## src/rtl/twofish_pkg.sv

```systemverilog
// Shared Twofish key-schedule types and sizes.
package twofish_pkg;

    localparam int unsigned NUM_SUBKEYS = 40;
    localparam int unsigned NUM_PAIRS   = 20;
    localparam int unsigned IDX_W       = 6;
    localparam int unsigned CNT_W       = 5;

    typedef logic [31:0]       word_t;
    typedef logic [IDX_W-1:0]  subkey_idx_t;
    typedef logic [CNT_W-1:0]  cnt_t;

    typedef enum logic [1:0] {IDLE, GEN, DONE} ks_state_t;

    function automatic word_t rol32(input word_t x, input int unsigned n);
        return (x << n) | (x >> (32 - n));
    endfunction

endpackage

```

## src/rtl/key_sched_kbox.sv

```systemverilog
// Twofish subkey-pair generator (kBox): K[2i] and K[2i+1] from the four key words.
module key_sched_kbox
    import twofish_pkg::*;
(
    input  logic [7:0] idx_i,
    input  word_t      m0_i,
    input  word_t      m1_i,
    input  word_t      m2_i,
    input  word_t      m3_i,
    output word_t      ao_o,
    output word_t      bo_o
);

    // q0/q1 nibble tables t0..t3, entry n at bits [4n+3:4n]
    localparam logic [63:0] QT [2][4] = '{
        '{64'h4ACE95B023F6D718, 64'hD9076A4F53218BCE,
          64'h17423F8C09D6E5AB, 64'hAC5803B9E6214F7D},
        '{64'h5CA04913E67FDB82, 64'h809F5AD673C4B2E1,
          64'hF3B28DE0A96157C4, 64'hA802F746ED3C159B}
    };

    function automatic logic [7:0] qp(input logic sel, input logic [7:0] x);
        logic [3:0] a, b, ta, tb;
        a  = x[7:4];
        b  = x[3:0];
        ta = a ^ b;
        tb = a ^ {b[0], b[3:1]} ^ {a[0], 3'b000};
        a  = QT[sel][0][{ta, 2'b00} +: 4];
        b  = QT[sel][1][{tb, 2'b00} +: 4];
        ta = a ^ b;
        tb = a ^ {b[0], b[3:1]} ^ {a[0], 3'b000};
        a  = QT[sel][2][{ta, 2'b00} +: 4];
        b  = QT[sel][3][{tb, 2'b00} +: 4];
        return {b, a};
    endfunction

    // GF(2^8) multiply modulo x^8+x^6+x^5+x^3+1
    function automatic logic [7:0] gm(input logic [7:0] c, input logic [7:0] v);
        logic [7:0] p, s;
        p = 8'h00;
        s = v;
        for (int k = 0; k < 8; k++) begin
            if (c[k]) p = p ^ s;
            s = {s[6:0], 1'b0} ^ (s[7] ? 8'h69 : 8'h00);
        end
        return p;
    endfunction

    function automatic word_t h_fn(input logic [7:0] x, input word_t l0, input word_t l1);
        logic [7:0] y0, y1, y2, y3;
        y0 = qp(1'b1, qp(1'b0, qp(1'b0, x) ^ l1[7:0])   ^ l0[7:0]);
        y1 = qp(1'b0, qp(1'b0, qp(1'b1, x) ^ l1[15:8])  ^ l0[15:8]);
        y2 = qp(1'b1, qp(1'b1, qp(1'b0, x) ^ l1[23:16]) ^ l0[23:16]);
        y3 = qp(1'b0, qp(1'b1, qp(1'b1, x) ^ l1[31:24]) ^ l0[31:24]);
        return {gm(8'hEF, y0) ^ y1              ^ gm(8'hEF, y2) ^ gm(8'h5B, y3),
                gm(8'hEF, y0) ^ gm(8'h5B, y1)   ^ y2            ^ gm(8'hEF, y3),
                gm(8'h5B, y0) ^ gm(8'hEF, y1)   ^ gm(8'hEF, y2) ^ y3,
                y0            ^ gm(8'hEF, y1)   ^ gm(8'h5B, y2) ^ gm(8'h5B, y3)};
    endfunction

    logic [7:0] xa, xb;
    word_t      a, b;

    always_comb begin
        xa   = idx_i << 1;
        xb   = xa | 8'd1;
        a    = h_fn(xa, m0_i, m2_i);
        b    = rol32(h_fn(xb, m1_i, m3_i), 8);
        ao_o = a + b;
        bo_o = rol32(a + (b << 1), 9);
    end

endmodule

```

## src/rtl/key_sched.sv

```systemverilog
// Sequential Twofish 128-bit key expansion with a registered subkey read port.
// KEY_SCHED_DUAL_EN: two kBox instances, four subkeys per cycle.
module key_sched
    import twofish_pkg::*;
(
    input  logic          clk,
    input  logic          rst_n,
    input  logic          start,
    input  logic [127:0]  key,
    output logic          busy,
    output logic          done,
    output logic          keys_valid,
    input  subkey_idx_t   rd_idx,
    output logic [31:0]   rd_data
);

`ifdef KEY_SCHED_DUAL_EN
    localparam int unsigned STEP = 2;
`else
    localparam int unsigned STEP = 1;
`endif
    localparam cnt_t CNT_LAST = cnt_t'(NUM_PAIRS - STEP);
    localparam cnt_t CNT_STEP = cnt_t'(STEP);

    ks_state_t     state_q, state_d;
    cnt_t          cnt_q, cnt_d;
    logic [127:0]  key_q, key_d;
    logic          busy_q, busy_d;
    logic          done_q, done_d;
    logic          kv_q, kv_d;
    word_t         rd_data_q, rd_data_d;
    word_t         kreg_q [NUM_SUBKEYS];
    word_t         ao0, bo0;

    key_sched_kbox u_kbox0 (
        .idx_i (8'({3'b000, cnt_q})),
        .m0_i  (key_q[31:0]),
        .m1_i  (key_q[63:32]),
        .m2_i  (key_q[95:64]),
        .m3_i  (key_q[127:96]),
        .ao_o  (ao0),
        .bo_o  (bo0)
    );

`ifdef KEY_SCHED_DUAL_EN
    word_t ao1, bo1;

    key_sched_kbox u_kbox1 (
        .idx_i (8'({3'b000, cnt_q + 5'd1})),
        .m0_i  (key_q[31:0]),
        .m1_i  (key_q[63:32]),
        .m2_i  (key_q[95:64]),
        .m3_i  (key_q[127:96]),
        .ao_o  (ao1),
        .bo_o  (bo1)
    );
`endif

    // Next-state, counter and status flags
    always_comb begin
        state_d = state_q;
        cnt_d   = cnt_q;
        key_d   = key_q;
        kv_d    = kv_q;
        done_d  = 1'b0;
        unique case (state_q)
            IDLE: begin
                if (start) begin
                    key_d   = key;
                    cnt_d   = '0;
                    kv_d    = 1'b0;
                    state_d = GEN;
                end
            end
            GEN: begin
                if (cnt_q == CNT_LAST) begin
                    state_d = DONE;
                    done_d  = 1'b1;
                    kv_d    = 1'b1;
                end else begin
                    cnt_d = cnt_q + CNT_STEP;
                end
            end
            DONE:    state_d = IDLE;
            default: state_d = IDLE;
        endcase
        busy_d    = (state_d != IDLE);
        rd_data_d = (rd_idx < subkey_idx_t'(NUM_SUBKEYS)) ? kreg_q[rd_idx] : '0;
    end

    always_ff @(posedge clk) begin
        if (!rst_n) begin
            state_q   <= IDLE;
            cnt_q     <= '0;
            busy_q    <= 1'b0;
            done_q    <= 1'b0;
            kv_q      <= 1'b0;
            rd_data_q <= '0;
        end else begin
            state_q   <= state_d;
            cnt_q     <= cnt_d;
            busy_q    <= busy_d;
            done_q    <= done_d;
            kv_q      <= kv_d;
            rd_data_q <= rd_data_d;
        end
    end

    // Key latch and subkey storage carry no reset
    always_ff @(posedge clk) begin
        key_q <= key_d;
        if (rst_n && state_q == GEN) begin
            kreg_q[{cnt_q, 1'b0}] <= ao0;
            kreg_q[{cnt_q, 1'b1}] <= bo0;
`ifdef KEY_SCHED_DUAL_EN
            kreg_q[{cnt_q, 1'b0} + 6'd2] <= ao1;
            kreg_q[{cnt_q, 1'b0} + 6'd3] <= bo1;
`endif
        end
    end

    assign busy       = busy_q;
    assign done       = done_q;
    assign keys_valid = kv_q;
    assign rd_data    = rd_data_q;

endmodule

```

## config.mk

```make
export PLATFORM = sky130hd
export DESIGN_NAME = key_sched
export DESIGN_NICKNAME = d
export VERILOG_FILES = /design/src/rtl/twofish_pkg.sv /design/src/rtl/key_sched_kbox.sv /design/src/rtl/key_sched.sv
export SDC_FILE = /design/constraint.sdc
export NUM_CORES = 2
export LEC_CHECK = 0
export CORE_MARGIN = 2
export CORE_UTILIZATION = 40
export CTS_CLUSTER_DIAMETER = 50
export DETAILED_ROUTE_END_ITERATION = 6
export PLACE_DENSITY = 0.56
export SETUP_SLACK_MARGIN = 0.2
export SLEW_MARGIN = 0
export SYNTH_ARGS = -nofsm -noshare
export SYNTH_HDL_FRONTEND = slang
export SYNTH_SLANG_ARGS = --single-unit
```

## constraint.sdc

```tcl
create_clock -name clk -period 19.3 [get_ports clk]
set_input_delay 2.895 -clock clk [delete_from_list [all_inputs] [get_ports clk]]
set_output_delay 2.895 -clock clk [all_outputs]
set_load 0.02 [all_outputs]
```

Word-level counts from Yosys, hierarchy flattened
Memories as Yosys holds them, arrays and structs flattened. A register that Yosys moved wholly into a read port is not among the register bits.
Cells that the tools add are included.
{"block": "word_totals", "romBits": 0, "mem_bits_rw": 1280, "inputBits": 137, "regBits": 138, "latch_bits": 0, "memories": 1, "word_cells": 458}
{"block": "classes", "n_mux": 68, "multipliers": 0, "n_eq_ne": 5, "n_shift": 80, "n_reduce_logical": 10, "n_bitwise": 284, "n_div": 0, "add_sub_neg": 3, "magnitude_cmp": 1}
{"name": "kreg_q", "words": 40, "word_bits": 32, "rd": 1, "rd_clocked_by_memory_dff": 1, "write_ports": 2, "line": "key_sched.sv:32", "source": "word_t kreg_q [NUM_SUBKEYS];"}
{"operator": "$shiftx 64x7->4 const A", "n": 80}
{"operator": "$xor 8x8->8", "n": 165}
{"operator": "$xor 4x4->4", "n": 110}
{"operator": "$mux 7", "n": 56}
{"operator": "$add 32x32->32", "n": 2}
{"operator": "$or 32x8->32", "n": 1}
{"operator": "$or 32x9->32", "n": 1}
{"operator": "$xor 8x7->8", "n": 3}
{"operator": "$xor 2x4->4", "n": 3}
{"operator": "$mux 5", "n": 2}
{"operator": "$pmux 5 s2", "n": 1}
{"operator": "$lt 6x6->1 const B", "n": 1}
{"operator": "$ne 2x2->1 const B", "n": 3}
{"operator": "$reduce_and 2->1", "n": 3}
{"operator": "$reduce_and 3->1", "n": 2}
{"operator": "$add 5x1->5 const B", "n": 1}
{"operator": "$eq 5x5->1 const B", "n": 1}
{"operator": "$mux 1", "n": 5}
{"operator": "$mux 2", "n": 2}
{"operator": "$pmux 2 s2", "n": 1}
{"operator": "$reduce_bool 2->1", "n": 2}
{"operator": "$xor 2x3->3", "n": 1}
{"operator": "$eq 2x1->1 const B", "n": 1}
{"operator": "$logic_not 2->1", "n": 1}
{"operator": "other kinds (3)", "n": 3}

Longest topological paths before layout
{"block": "depth", "word_depth": 41, "mapped_depth": 65, "depth_no_buf": 63}

By module
A second synthesis with hierarchy kept.
{"block": "hier_totals", "hier_cells": 5766, "hier_area_um2": 81331.8}
{"mod": "key_sched", "seq_area_each_um2": 43121.4, "n_inst": 1, "cells_each": 2548, "area_per_inst_um2": 54489.8}
{"mod": "key_sched_kbox", "seq_area_each_um2": 0.0, "n_inst": 1, "cells_each": 3218, "area_per_inst_um2": 26842.0}

Worst setup path after synthesis
Ideal clock, no wire load.
{"block": "synth_timing", "path_kind": "register -> register", "from": "reg cnt_q[0]", "to": "mem kreg_q[0][28] (netlist name), data pin", "stages_incl_launch_ff": 64, "t_arrival_ps": 13826, "setup_ps": 320, "path_slack_ps": 5155, "n_path_buf": 2, "cell_sequence": "dfxtp_1 buf_4 nand2b_1 nand2_1 inv_1 ha_1 nor2b_1 or3_1 a22o_1 and2_1 inv_1 ha_1 nand2b_1 a211o_1 o2111ai_1 nor4_4 or3_1 and2_1 (+28 left out) ha_1 ha_1 a21o_1 a31oi_2 maj3_2 maj3_2 o211ai_2 a31oi_2 o21bai_1 a21o_1 a311o_1 a21o_1 a21o_1 a21oi_4 o31ai_2 a221o_1 a21oi_2 xnor2_1"}
{"element": "from (decl)", "line": "key_sched.sv:26", "source": "cnt_t cnt_q, cnt_d;"}
{"element": "from (signal assigned)", "line": "key_sched.sv:101", "source": "cnt_q <= cnt_d;"}
{"element": "to (decl)", "line": "key_sched.sv:32"}

==> out/qor.log <==
INFO  run_status     run_status=completed
INFO  layout         area_added_between_synthesis_and_finish=13.2%
INFO  hold_path      worstHoldPathType=flop to flop
INFO  global_routing via_count_of_the_first_global_routing_pass=50.7k
INFO  layout         post_route_cells_drive_above_1_share=17.8%
INFO  timing         timing_hold_violations_final=0
INFO  timing         post_route_fraction_of_the_period_consumed_by_the_critical_path=83.3%
INFO  timing         max_slew.worst_pin.slew=1350ps
INFO  yosys          yosys_warnings=0
INFO  timing         slew-limit-headroom=9.55%
INFO  yosys          synth-seq-area-share=51.8%
INFO  hold_path      timing.hold.worst_path_depth=2
INFO  global_routing number_of_antenna_violations_at_the_first_check_in_global_routing=3
INFO  die            dieHeight=460µm
INFO  timing         final.setup.worst_slack=3230ps
INFO  yosys          ys_types=139
INFO  timing         setup_tns=0ps
INFO  worst_setup_path worst-endpoint-required=19770ps
INFO  yosys          post_synth_instance_area=83300µm²
INFO  clocking       cts_buffers=168
INFO  clocking       clock_sinks=1450
INFO  die            core-area=207000µm²
INFO  global_routing grt_usage=19.6%
INFO  worst_setup_path worst_setup_path_start_kind=flop
INFO  place          post-dp-hpwl=140000µm
INFO  clocking       cts_root_buffer=sky130_fd_sc_hd__clkbuf_16
INFO  clocking       clkTransAtPathRegs=60ps
INFO  worst_setup_path worst-setup-path-type=flop to flop
INFO  route          final_antenna_net_count=0
INFO  worst_setup_path worst_ep_arrival_time=16540ps
INFO  yosys          postSynthRegisterBits=1450
INFO  die            floorplan.initialDensity=40.2%
INFO  place          buffer_ports.inserted=171
INFO  timing         final_period_minus_worst_setup_slack=16070ps
INFO  route          number_of_violations_reported_at_the_end_of_detailed_routing_iteration_0=3922
INFO  yosys          syn_inst=5816
INFO  clocking       cts_tree=done
INFO  run            maximum_capacitance_violations=0
INFO  clocking       cts_max_path_buffers=3
INFO  global_routing grt_pass1_wl=316000µm
INFO  route          drtPass1Iterations=7
INFO  yosys          yosys_most_used_dff=sky130_fd_sc_hd__edfxtp_1
INFO  yosys          synth_edf_count=1408
INFO  clocking       cts.htree.levels=4
INFO  worst_setup_path critical_path_peak_fanout=33
INFO  route          post_drt_wl_per_cell=23.2µm
INFO  timing         finalMaxSlewViolations=0
INFO  clocking       cts_repair_resize_count=0
INFO  timing         maxClockFrequency=62.2MHz
INFO  die            die-width=460µm
INFO  die            rows=167
INFO  clocking       clock_latency=850ps
INFO  layout         nNetsFinal=6539
INFO  timing         finClkSkew=82.6ps
INFO  layout         utilization=45.6%
INFO  yosys          syn_avg_cell_area=14.3µm²
INFO  route          routed_wirelength=209000µm
INFO  global_routing globalRoute.totalOverflow=0
INFO  timing         setup_viol_count_final=0
INFO  die            io-pin-count=172
INFO  timing         grt_setup_unrepaired=false
INFO  global_routing pin_count_of_the_biggest_net_entering_global_routing=131
INFO  die            floorplan.die_area=212000µm²
INFO  yosys          synth.net_count=6262
INFO  worst_setup_path critPathCaptureType=flop
INFO  worst_setup_path timing.critical_path.slowest_stage_cell=sky130_fd_sc_hd__xnor2_2
INFO  clocking       cts.repair_timing.setup_buffer_count=0
INFO  place          gp_congestion=0.886
INFO  route          vias=50.8k
INFO  place          dpl_worst_slack=3320ps
INFO  worst_setup_path worst-r2r-cell-count=53
INFO  yosys          ys_async_sr_fraction=0%
INFO  clocking       holdBufCountCts=0
INFO  route          drt-vias-per-instance=5.62
INFO  route          drt_drc_violations_left=0
INFO  worst_setup_path cell_seen_most_often_among_critical_path_stages=sky130_fd_sc_hd__ha_1
INFO  worst_setup_path largest_stage_delay_on_the_critical_path=820ps
==> per-layer routing <==
layer,track usage [%],share of wire (%),vias to the layer above
met3,2.27,4.5,234
met2,32.8,48,1247
li1,-,-,23400
met5,0,0,-
met1,27.3,45,25900
met4,4.64,1.9,0
==> logic make-up (layout without fill, tap and decap cells) <==
kind of cell    count (synthesis)  in the layout  synth area share (%)
compound gates               1042           1042                  9.27
xor+xnor                      838            838                  11.0
fa+ha+maj                     320            320                  4.78
buf+inv                       406            826                  1.96
flops                        1450           1450                  51.8
mux                           640            640                  14.1
other cells                     0              4                     0
simple gates                 1120           1120                  7.13
==> worst max-delay path: cells and delay by family (launching register included) <==
kind / cells / cell delay (ps)
multiplexers: 3 / 910
AND/OR/NAND/NOR: 9 / 2270
flip-flops: 1 / 290
adder cells (fa/ha/maj): 8 / 2380
AO/OA/AOI/OAI: 14 / 3570
XOR/XNOR: 12 / 5100
buffers and inverters: 7 / 1160
==> per-stage QoR <==
stage / instance area, µm² / instances / hold slack, ps
floorplan: 83300 / 5816 / 526
global placement: 88800 / 8711 / 453
detailed placement: 88800 / 8711 / 460
CTS: 94400 / 9024 / 478
global route: 94400 / 9027 / 502
finish: 94400 / 9028 / 477
==> cells in the final DEF (no fill, tap or decap), drive strengths merged, types with 183 or more instances in the layout <==
cell / instances
nand2: 198
mux4: 417
clkbuf: 211
a21oi: 183
nor2: 233
xnor2: 505
edfxtp: 1408
inv: 250
xor2: 239
ha: 309
==> registers in the layout (all words and copies together) (netlist names) <==
register / cells
keys_valid: 1
done: 1
state_q: 2
rd_data: 32
busy: 1
cnt_q: 5
kreg_q: 1280
key_q: 128
==> cell type report <==
cell class	instances	area, µm²
fillers	18200	113000
flip-flops and latches	1450	43100
multi-input cells	3960	38800
clock buffers	210	4370
well taps	2788	3490
repair buffers	282	2560
clock inverters	103	1140
inverters	231	870
diodes	4	10.0
==> Yosys cell counts, drive strengths merged, types with 24 or more instances <==
| cell | count | share of area, % |
|---|---|---|
| or3 | 57 | 0.43 |
| o21a | 40 | 0.36 |
| clkbuf | 107 | 0.48 |
| edfxtp | 1408 | 51 |
| a21o | 65 | 0.59 |
| o211a | 27 | 0.33 |
| or2 | 55 | 0.41 |
| a31oi | 38 | 0.34 |
| a211oi | 136 | 1.3 |
| nor3 | 109 | 0.70 |
| nand2b | 33 | 0.26 |
| nor4 | 31 | 0.31 |
| a22oi | 26 | 0.25 |
| inv | 231 | 1.0 |
| a21oi | 183 | 1.2 |
| o21ai | 165 | 1.0 |
| a21boi | 24 | 0.22 |
| mux2 | 48 | 0.66 |
| mux2i | 175 | 2.2 |
| and2 | 62 | 0.47 |
| nand3 | 113 | 0.69 |
| nand4 | 31 | 0.24 |
| nand2 | 198 | 0.90 |
| xnor2 | 505 | 5.7 |
| o211ai | 56 | 0.54 |
| ha | 309 | 4.6 |
| buf | 68 | 0.44 |
| nor2b | 69 | 0.52 |
| mux4 | 417 | 11 |
| nor2 | 233 | 1.1 |
| and3 | 58 | 0.44 |
| xor2 | 239 | 2.7 |
| dfxtp | 42 | 1.0 |
| xnor3 | 75 | 2.0 |
| o22ai | 31 | 0.26 |
==> worst paths after layout <==
kind                   start              to  slack, ps
hold / removal    keys_valid      keys_valid        480
setup reg to reg    cnt_q[1]  kreg_q[32][24]       3230
setup / recovery    cnt_q[1]  kreg_q[32][24]       3230
hold reg to reg   keys_valid      keys_valid        480
Power is not shown: default switching activity piles up to over one toggle a cycle in this logic, so the estimate is an artifact.
